## src/rtl/lmul_pkg.sv

```systemverilog
// rtl/lmul_pkg.sv - shared constants, class encoding and format helpers for the L-Mul pipeline
package lmul_pkg;

    localparam int NAN_B = 2;
    localparam int OVF_B = 1;
    localparam int UNF_B = 0;

    typedef enum logic [1:0] {
        CLS_ZERO = 2'd0,
        CLS_NORM = 2'd1,
        CLS_INF  = 2'd2,
        CLS_NAN  = 2'd3
    } cls_e;

    // Offset exponent l shrinks for narrow mantissas so OFF never exceeds the field.
    function automatic int lmul_l(input int man_w);
        if (man_w <= 3)
            return man_w;
        else if (man_w == 4)
            return 3;
        else
            return 4;
    endfunction

    function automatic int lmul_off(input int man_w);
        return 1 << (man_w - lmul_l(man_w));
    endfunction

    function automatic int lmul_bias(input int exp_w);
        return (1 << (exp_w - 1)) - 1;
    endfunction

endpackage

```

## src/rtl/lmul_fp_pipe_if.sv

```systemverilog
// rtl/lmul_fp_pipe_if.sv - operand/result handshake bundle for lmul_fp_pipe
interface lmul_fp_pipe_if #(
    parameter int LANES = 2,
    parameter int EXP_W = 8,
    parameter int MAN_W = 7
);
    localparam int W = 1 + EXP_W + MAN_W;

    logic                 i_valid;
    logic                 i_ready;
    logic [LANES*W-1:0]   i_a;
    logic [LANES*W-1:0]   i_b;
    logic                 o_valid;
    logic                 o_ready;
    logic [LANES*W-1:0]   o_p;
    logic [LANES*3-1:0]   o_flags;

    modport master (
        output i_valid, i_a, i_b, o_ready,
        input  i_ready, o_valid, o_p, o_flags
    );

    modport slave (
        input  i_valid, i_a, i_b, o_ready,
        output i_ready, o_valid, o_p, o_flags
    );

endinterface

```

## src/rtl/lmul_lane.sv

```systemverilog
// rtl/lmul_lane.sv - one lane of L-Mul: stage-1 exponent/mantissa sums, stage-2 normalise and special cases
module lmul_lane
    import lmul_pkg::*;
#(
    parameter int EXP_W = 8,
    parameter int MAN_W = 7
) (
    input  logic [EXP_W+MAN_W:0]   a,
    input  logic [EXP_W+MAN_W:0]   b,
    output logic                   s1_sign,
    output logic signed [EXP_W+1:0] s1_exp,
    output logic [MAN_W:0]         s1_sum,
    output cls_e                   s1_cls_a,
    output cls_e                   s1_cls_b,
    input  logic                   s2_sign,
    input  logic signed [EXP_W+1:0] s2_exp,
    input  logic [MAN_W:0]         s2_sum,
    input  cls_e                   s2_cls_a,
    input  cls_e                   s2_cls_b,
    output logic [EXP_W+MAN_W:0]   p,
    output logic [2:0]             flags
);
    localparam logic signed [EXP_W+1:0] BIAS_S  = (EXP_W+2)'(lmul_bias(EXP_W));
    localparam logic signed [EXP_W+1:0] EXP_MAX = (EXP_W+2)'((1 << EXP_W) - 1);
    localparam logic signed [EXP_W+1:0] ONE_S   = (EXP_W+2)'(1);
    localparam logic signed [EXP_W+1:0] ZERO_S  = '0;
    localparam logic [MAN_W:0]          OFF_V   = (MAN_W+1)'(lmul_off(MAN_W));

    // Denormals (exponent 0) are treated as zero.
    function automatic cls_e classify(input logic [EXP_W+MAN_W:0] x);
        if (x[MAN_W +: EXP_W] == '0)
            return CLS_ZERO;
        else if (x[MAN_W +: EXP_W] == '1)
            return (x[MAN_W-1:0] == '0) ? CLS_INF : CLS_NAN;
        else
            return CLS_NORM;
    endfunction

    assign s1_sign  = a[EXP_W+MAN_W] ^ b[EXP_W+MAN_W];
    assign s1_exp   = $signed({2'b00, a[MAN_W +: EXP_W]}) + $signed({2'b00, b[MAN_W +: EXP_W]}) - BIAS_S;
    assign s1_sum   = {1'b0, a[MAN_W-1:0]} + {1'b0, b[MAN_W-1:0]} + OFF_V;
    assign s1_cls_a = classify(a);
    assign s1_cls_b = classify(b);

    logic signed [EXP_W+1:0] e_adj;
    logic [MAN_W-1:0]        man;

    always_comb begin
        e_adj = s2_exp;
        man   = s2_sum[MAN_W-1:0];
        if (s2_sum[MAN_W]) begin
            man   = {1'b0, s2_sum[MAN_W-1:1]};
            e_adj = s2_exp + ONE_S;
        end
    end

    always_comb begin
        p     = {s2_sign, e_adj[EXP_W-1:0], man};
        flags = '0;
        if (s2_cls_a == CLS_NAN || s2_cls_b == CLS_NAN ||
            (s2_cls_a == CLS_INF && s2_cls_b == CLS_ZERO) ||
            (s2_cls_a == CLS_ZERO && s2_cls_b == CLS_INF)) begin
            p            = {1'b0, {EXP_W{1'b1}}, 1'b1, {(MAN_W-1){1'b0}}};
            flags[NAN_B] = 1'b1;
        end else if (s2_cls_a == CLS_INF || s2_cls_b == CLS_INF) begin
            p = {s2_sign, {EXP_W{1'b1}}, {MAN_W{1'b0}}};
        end else if (s2_cls_a == CLS_ZERO || s2_cls_b == CLS_ZERO) begin
            p = {s2_sign, {(EXP_W+MAN_W){1'b0}}};
        end else if (e_adj >= EXP_MAX) begin
            p            = {s2_sign, {EXP_W{1'b1}}, {MAN_W{1'b0}}};
            flags[OVF_B] = 1'b1;
        end else if (e_adj <= ZERO_S) begin
            p            = {s2_sign, {(EXP_W+MAN_W){1'b0}}};
            flags[UNF_B] = 1'b1;
        end
    end

endmodule

```

## src/rtl/lmul_fp_pipe.sv

```systemverilog
// rtl/lmul_fp_pipe.sv - multi-lane 2-stage L-Mul pipeline; LMUL_PIPE_STATS_EN adds op/overflow counters
module lmul_fp_pipe
    import lmul_pkg::*;
#(
    parameter int LANES = 2,
    parameter int EXP_W = 8,
    parameter int MAN_W = 7
) (
    input  logic                clk,
    input  logic                rst,
    lmul_fp_pipe_if.slave       bus
`ifdef LMUL_PIPE_STATS_EN
    ,
    output logic [31:0]         o_stat_ops,
    output logic [31:0]         o_stat_ovf
`endif
);
    localparam int W = 1 + EXP_W + MAN_W;

    logic v1, v2, s1_adv, s2_adv;

    logic                    c_sign [LANES];
    logic signed [EXP_W+1:0] c_exp  [LANES];
    logic [MAN_W:0]          c_sum  [LANES];
    cls_e                    c_ca   [LANES];
    cls_e                    c_cb   [LANES];

    logic                    r_sign [LANES];
    logic signed [EXP_W+1:0] r_exp  [LANES];
    logic [MAN_W:0]          r_sum  [LANES];
    cls_e                    r_ca   [LANES];
    cls_e                    r_cb   [LANES];

    logic [LANES*W-1:0] p_c, p_q;
    logic [LANES*3-1:0] flags_c, flags_q;

    assign s2_adv      = !v2 || bus.o_ready;
    assign s1_adv      = !v1 || s2_adv;
    assign bus.i_ready = s1_adv;
    assign bus.o_valid = v2;
    assign bus.o_p     = p_q;
    assign bus.o_flags = flags_q;

    for (genvar k = 0; k < LANES; k++) begin : gen_lane
        lmul_lane #(.EXP_W(EXP_W), .MAN_W(MAN_W)) u_lane (
            .a        (bus.i_a[k*W +: W]),
            .b        (bus.i_b[k*W +: W]),
            .s1_sign  (c_sign[k]),
            .s1_exp   (c_exp[k]),
            .s1_sum   (c_sum[k]),
            .s1_cls_a (c_ca[k]),
            .s1_cls_b (c_cb[k]),
            .s2_sign  (r_sign[k]),
            .s2_exp   (r_exp[k]),
            .s2_sum   (r_sum[k]),
            .s2_cls_a (r_ca[k]),
            .s2_cls_b (r_cb[k]),
            .p        (p_c[k*W +: W]),
            .flags    (flags_c[k*3 +: 3])
        );
    end

    always_ff @(posedge clk or posedge rst) begin
        if (rst) begin
            v1      <= 1'b0;
            v2      <= 1'b0;
            p_q     <= '0;
            flags_q <= '0;
            for (int k = 0; k < LANES; k++) begin
                r_sign[k] <= 1'b0;
                r_exp[k]  <= '0;
                r_sum[k]  <= '0;
                r_ca[k]   <= CLS_ZERO;
                r_cb[k]   <= CLS_ZERO;
            end
        end else begin
            if (s1_adv) begin
                v1 <= bus.i_valid;
                if (bus.i_valid) begin
                    for (int k = 0; k < LANES; k++) begin
                        r_sign[k] <= c_sign[k];
                        r_exp[k]  <= c_exp[k];
                        r_sum[k]  <= c_sum[k];
                        r_ca[k]   <= c_ca[k];
                        r_cb[k]   <= c_cb[k];
                    end
                end
            end
            // Output registers only move on an advance, so they hold while stalled.
            if (s2_adv) begin
                v2 <= v1;
                if (v1) begin
                    p_q     <= p_c;
                    flags_q <= flags_c;
                end
            end
        end
    end

`ifdef LMUL_PIPE_STATS_EN
    logic ovf_hit;

    always_comb begin
        ovf_hit = 1'b0;
        for (int k = 0; k < LANES; k++)
            ovf_hit = ovf_hit | flags_q[k*3 + OVF_B];
    end

    always_ff @(posedge clk or posedge rst) begin
        if (rst) begin
            o_stat_ops <= '0;
            o_stat_ovf <= '0;
        end else begin
            if (bus.i_valid && bus.i_ready && o_stat_ops != '1)
                o_stat_ops <= o_stat_ops + 32'd1;
            if (bus.o_valid && bus.o_ready && ovf_hit && o_stat_ovf != '1)
                o_stat_ovf <= o_stat_ovf + 32'd1;
        end
    end
`endif

endmodule

```

## src/flat_wrapper.sv

```systemverilog
// flat-port wrapper written by rule: the top's interface ports become plain ports
module lmul_fp_pipe_flat import lmul_pkg::*;
#(
    parameter int LANES = 2,
    parameter int EXP_W = 8,
    parameter int MAN_W = 7
)
  (clk, rst, bus_i_valid, bus_i_a, bus_i_b, bus_o_ready, bus_i_ready, bus_o_valid, bus_o_p, bus_o_flags);
  lmul_fp_pipe_if #(.LANES(LANES), .EXP_W(EXP_W), .MAN_W(MAN_W)) bus_i ();
  input  logic clk;
  input  logic rst;
  input wire logic [$bits(bus_i.i_valid)-1:0] bus_i_valid;
  input wire logic [$bits(bus_i.i_a)-1:0] bus_i_a;
  input wire logic [$bits(bus_i.i_b)-1:0] bus_i_b;
  input wire logic [$bits(bus_i.o_ready)-1:0] bus_o_ready;
  output wire logic [$bits(bus_i.i_ready)-1:0] bus_i_ready;
  output wire logic [$bits(bus_i.o_valid)-1:0] bus_o_valid;
  output wire logic [$bits(bus_i.o_p)-1:0] bus_o_p;
  output wire logic [$bits(bus_i.o_flags)-1:0] bus_o_flags;
  assign bus_i.i_valid = bus_i_valid;
  assign bus_i.i_a = bus_i_a;
  assign bus_i.i_b = bus_i_b;
  assign bus_i.o_ready = bus_o_ready;
  assign bus_i_ready = bus_i.i_ready;
  assign bus_o_valid = bus_i.o_valid;
  assign bus_o_p = bus_i.o_p;
  assign bus_o_flags = bus_i.o_flags;
  lmul_fp_pipe #(.LANES(LANES), .EXP_W(EXP_W), .MAN_W(MAN_W)) u_core (.clk(clk), .rst(rst), .bus(bus_i));
endmodule
```

## config.mk

```make
export PLATFORM = sky130hd
export DESIGN_NAME = lmul_fp_pipe_flat
export DESIGN_NICKNAME = d
export VERILOG_FILES = /design/src/rtl/lmul_pkg.sv /design/src/rtl/lmul_fp_pipe_if.sv /design/src/rtl/lmul_lane.sv /design/src/rtl/lmul_fp_pipe.sv /design/src/flat_wrapper.sv
export SDC_FILE = /design/constraint.sdc
export NUM_CORES = 1
export LEC_CHECK = 0
export BUFFER_PORTS_ARGS = -buffer_cell sky130_fd_sc_hd__clkbuf_2
export CAP_MARGIN = 30
export CORE_MARGIN = 2
export CORE_UTILIZATION = 60
export CTS_BUF_LIST = sky130_fd_sc_hd__clkbuf_8
export DETAILED_ROUTE_END_ITERATION = 16
export PLACE_DENSITY = 0.85
export SETUP_SLACK_MARGIN = 0.3
export SYNTH_ARGS = -nofsm -noshare
export SYNTH_HDL_FRONTEND = slang
export SYNTH_SLANG_ARGS = --single-unit
```

## constraint.sdc

```tcl
create_clock -name clk -period 4.5 [get_ports clk]
set_input_delay 0.675 -clock clk [delete_from_list [all_inputs] [get_ports clk]]
set_output_delay 0.675 -clock clk [all_outputs]
set_load 0.005 [all_outputs]
```

==> summary.json <==
{
  "run_status": {
    "outcome": "finished clean"
  },
  "global_route": {
    "global_route.usage.total_pct": 28.2,
    "largest_net_degree_at_the_start_of_global_routing": 49,
    "antenna_violations_before_repair": 0,
    "grt_overflow": 0,
    "first_global_vias": 5234,
    "wire_length_of_the_first_global_routing_pass_mm": 24.8
  },
  "detailed_routing": {
    "detail_route.vias_per_cell": 6.08,
    "postRouteAntennaNets": 0,
    "detailedRoute.firstPassIterationCount": 5,
    "wl_mm": 14.6,
    "drc": 0,
    "detailedRoute.firstIterationViolations": 368,
    "detailroute.via_count": 5446,
    "wire_per_inst_um": 16.3
  },
  "synthesis": {
    "muxShareOfSynthArea_pct": 2.50,
    "synth_cell_types": 61,
    "synth.avg_cell_area_um2": 9.08,
    "combinational_family_with_the_most_area_after_synthesis": "simple AND/OR/NAND/NOR gates",
    "syn-cell-area_um2": 6010,
    "synth_compound_area_share_pct": 17.0,
    "synth-xor-area-share_pct": 5.10,
    "synth.yosys.seq_area_share_pct": 35.8,
    "syn_inst": 662,
    "postSynth.asyncResetShare_pct": 100,
    "synthesis.yosys.warnings": 0,
    "synthAdderAreaFrac_pct": 13.4,
    "most_used_flip_flop_cell_after_synthesis": "sky130_fd_sc_hd__dfrtp_1",
    "syn_nets": 792,
    "post_synth_and_or_nand_nor_area_fraction_pct": 21.9,
    "synth_seq_cells": 86,
    "synth_edf_count": 0
  },
  "floorplanning": {
    "initial_standard_cell_utilization_of_the_core_pct": 61.8,
    "placement_rows": 36,
    "die-height_um": 104,
    "chipWidth_um": 104,
    "dieArea_um2": 10800,
    "io_pins": 108,
    "core_um2": 9730
  },
  "worst_hold_path": {
    "worstHoldPathType": "primary input to async pin"
  },
  "cts": {
    "postCtsHoldBufs": 0,
    "cts_max_level": 3,
    "cts_buffers": 9,
    "clk_transition_reported_paths_ps": 80,
    "cts_repair_resize_count": 0,
    "clkSinkCount": 86,
    "cts_tree": "built",
    "clock_insertion_delay_worst_skew_ps": 370,
    "maximum_buffer_depth_of_the_clock_tree": 2,
    "post_cts.repair.setup_buffers": 0,
    "clock_tree.root_cell": "sky130_fd_sc_hd__clkbuf_8"
  },
  "critical_path": {
    "timing.critical_path.from": "u_core.r_sum[15]",
    "worst_setup_slack_for_register_to_register_paths_ps": 1800,
    "arrival_ps": 2910,
    "setup.worst_path.start_class": "flip-flop",
    "max_stage_delay_ps": 810,
    "critPathSlowestCell": "sky130_fd_sc_hd__mux2i_1",
    "crit_path_max_fanout": 17,
    "setup_crit_path_kind": "flip-flop to flip-flop",
    "critical_path.endpoint": "u_core.bus.o_p[7]",
    "required_ps": 4710,
    "reg2reg_to": "u_core.bus.o_p[7]",
    "r2r-start": "u_core.r_sum[15]",
    "r2r_cells": 5,
    "crit_chain": "nand3_2, nor4_4, mux2i_1, a2bb2oi_1, o211ai_1",
    "timing.critical_path.to_type": "flip-flop"
  },
  "job": {
    "drv_cap": 0
  },
  "placed_design": {
    "gpl.final_weighted_congestion": 0.915,
    "placed_cell_area_um2": 6670,
    "final_hpwl_from_detailed_placement_mm": 11.5,
    "dp.cells": 879,
    "place.port_buffers": 107
  },
  "sta": {
    "setup_tns_ps": 0,
    "timing.final.crit_period_ps": 2700,
    "report.final.hold_viol_count": 0,
    "fin_crit_sh_pct": 60.1,
    "unrepaired_setup_endpoints_after_global_routing": "false",
    "relSlewSlack_pct": 36.9,
    "max_slew.worst_pin.slew_ps": 921,
    "maxClockFrequency_mhz": 370,
    "final-setup-viol-count": 0,
    "finalClockSkew_ps": 9.57,
    "report.final.slew_viol_count": 0
  },
  "layout": {
    "drive_above_1_share_pct": 18.5,
    "number_of_antenna_repair_diodes": 0,
    "filler_free_cell_count_of_the_finished_design": 895,
    "final_nets": 887,
    "area_growth_syn_to_layout_pct": 14.5,
    "design_area_um2": 6880
  },
  "power": {
    "p_leak_nw": 3.30,
    "power.density_nw_per_um2": 362,
    "ir_drop_uv": 154
  }
}
-- cell usage after synthesis (7+ instances only) --
cell,n,share of area (%)
sky130_fd_sc_hd__a21oi_1,26,2.2
sky130_fd_sc_hd__nand3_1,21,1.7
sky130_fd_sc_hd__xnor2_1,26,3.8
sky130_fd_sc_hd__nand4_1,14,1.5
sky130_fd_sc_hd__dfrtp_1,86,36
sky130_fd_sc_hd__nor4_1,15,1.6
sky130_fd_sc_hd__mux2i_1,15,2.5
sky130_fd_sc_hd__nor2_1,35,2.2
sky130_fd_sc_hd__buf_1,8,0.50
sky130_fd_sc_hd__clkbuf_1,15,0.94
sky130_fd_sc_hd__o22ai_1,13,1.4
sky130_fd_sc_hd__o21ai_0,35,2.9
sky130_fd_sc_hd__a21o_1,13,1.6
sky130_fd_sc_hd__nand2_1,77,4.8
sky130_fd_sc_hd__nor3_1,17,1.4
sky130_fd_sc_hd__a22o_1,11,1.6
sky130_fd_sc_hd__or3_1,9,0.94
sky130_fd_sc_hd__o31ai_1,17,2.1
sky130_fd_sc_hd__ha_1,58,12
sky130_fd_sc_hd__xor2_1,9,1.3
sky130_fd_sc_hd__o211ai_1,7,0.87
sky130_fd_sc_hd__nor3b_1,9,1.1
sky130_fd_sc_hd__nand2b_1,7,0.73
sky130_fd_sc_hd__or4_1,17,2.1
sky130_fd_sc_hd__inv_1,35,2.2
-- final cells by class --
type                    instances  area (µm²)
well taps                     133         166
multi-input cells             512        3600
repair buffers                113         617
clock inverters                 5        57.6
clock buffers                  11         151
flip-flops and latches         86        2150
fillers                       747        2850
inverters                      35         133
-- cells by family (layout without fill, tap and decap cells) --
family                   after synthesis  in the layout
adder cells (fa/ha/maj)               62             62
buffers and inverters                 64            164
XOR/XNOR                              35             35
AO/OA/AOI/OAI                        153            153
multiplexers                          15             15
flip-flops                            86             86
AND/OR/NAND/NOR                      247            247
-- metrics by stage --
stage / power [mW] / utilization, % / setup WS [ps] / hold slack (ps)
after floorplan: 1.65 / - / 1600 / 445
after global placement: 1.86 / 68.0 / 1780 / 459
after detailed placement: 1.93 / 68.6 / 1710 / 464
after CTS: 2.49 / 70.7 / 1820 / 239
after global routing: 2.65 / 70.7 / 1560 / 260
final: 2.49 / 70.7 / 1800 / 240
-- cells in the final DEF (no fill, tap or decap), drive strengths merged, types with 6 or more instances in the layout --
cell type	n
a21o	13
a21oi	26
a22o	11
buf	6
clkbuf	118
dfrtp	86
ha	58
inv	34
mux2i	15
nand2	77
nand2b	7
nand3	22
nand4	14
nor2	35
nor3	18
nor3b	9
nor4	17
o211ai	7
o21ai	35
o22ai	13
o31ai	17
or3	9
or4	17
xnor2	26
xor2	9
-- layer usage --
metal	up-vias	global-route usage, %	part of all wire (%)
met5	-	0	0
met4	0	9.65	1.9
met3	34	5.51	7.5
met2	236	44.4	44
met1	2532	39.3	46
li1	2644	-	-
-- sequential cells by signal, summed over array words and instances (netlist names) --
signal              count
u_core.bus.o_flags      6
u_core.bus.o_p         32
u_core.bus.o_valid      1
u_core.r_ca             4
u_core.r_cb             4
u_core.r_exp           20
u_core.r_sign           2
u_core.r_sum           16
u_core.v1               1
-- report_power, final --
| group | internal, mW | switching, mW |
|---|---|---|
| registers | 0.922 | 0.185 |
| clock network | 0.285 | 0.275 |
| logic | 0.378 | 0.445 |
-- worst max-delay path: cells and delay by family, from the launching register on --
family	cells	cell delay [ps]
flops	1	800
compound gates	2	330
simple gates	2	590
mux	1	810
-- how the worst min path moves through the flow --
stage,start,to,slack (ps)
after floorplan,u_core.r_sum[0],u_core.r_sum[0],440
after global placement,u_core.bus.o_flags[2],u_core.bus.o_flags[2],460
after detailed placement,u_core.r_sum[0],u_core.r_sum[0],460
after CTS,rst,u_core.bus.o_flags[4],240
after global routing,rst,u_core.bus.o_p[31],260
final,rst,u_core.bus.o_p[31],240
Note: power is estimated with default switching activity, not from simulation.
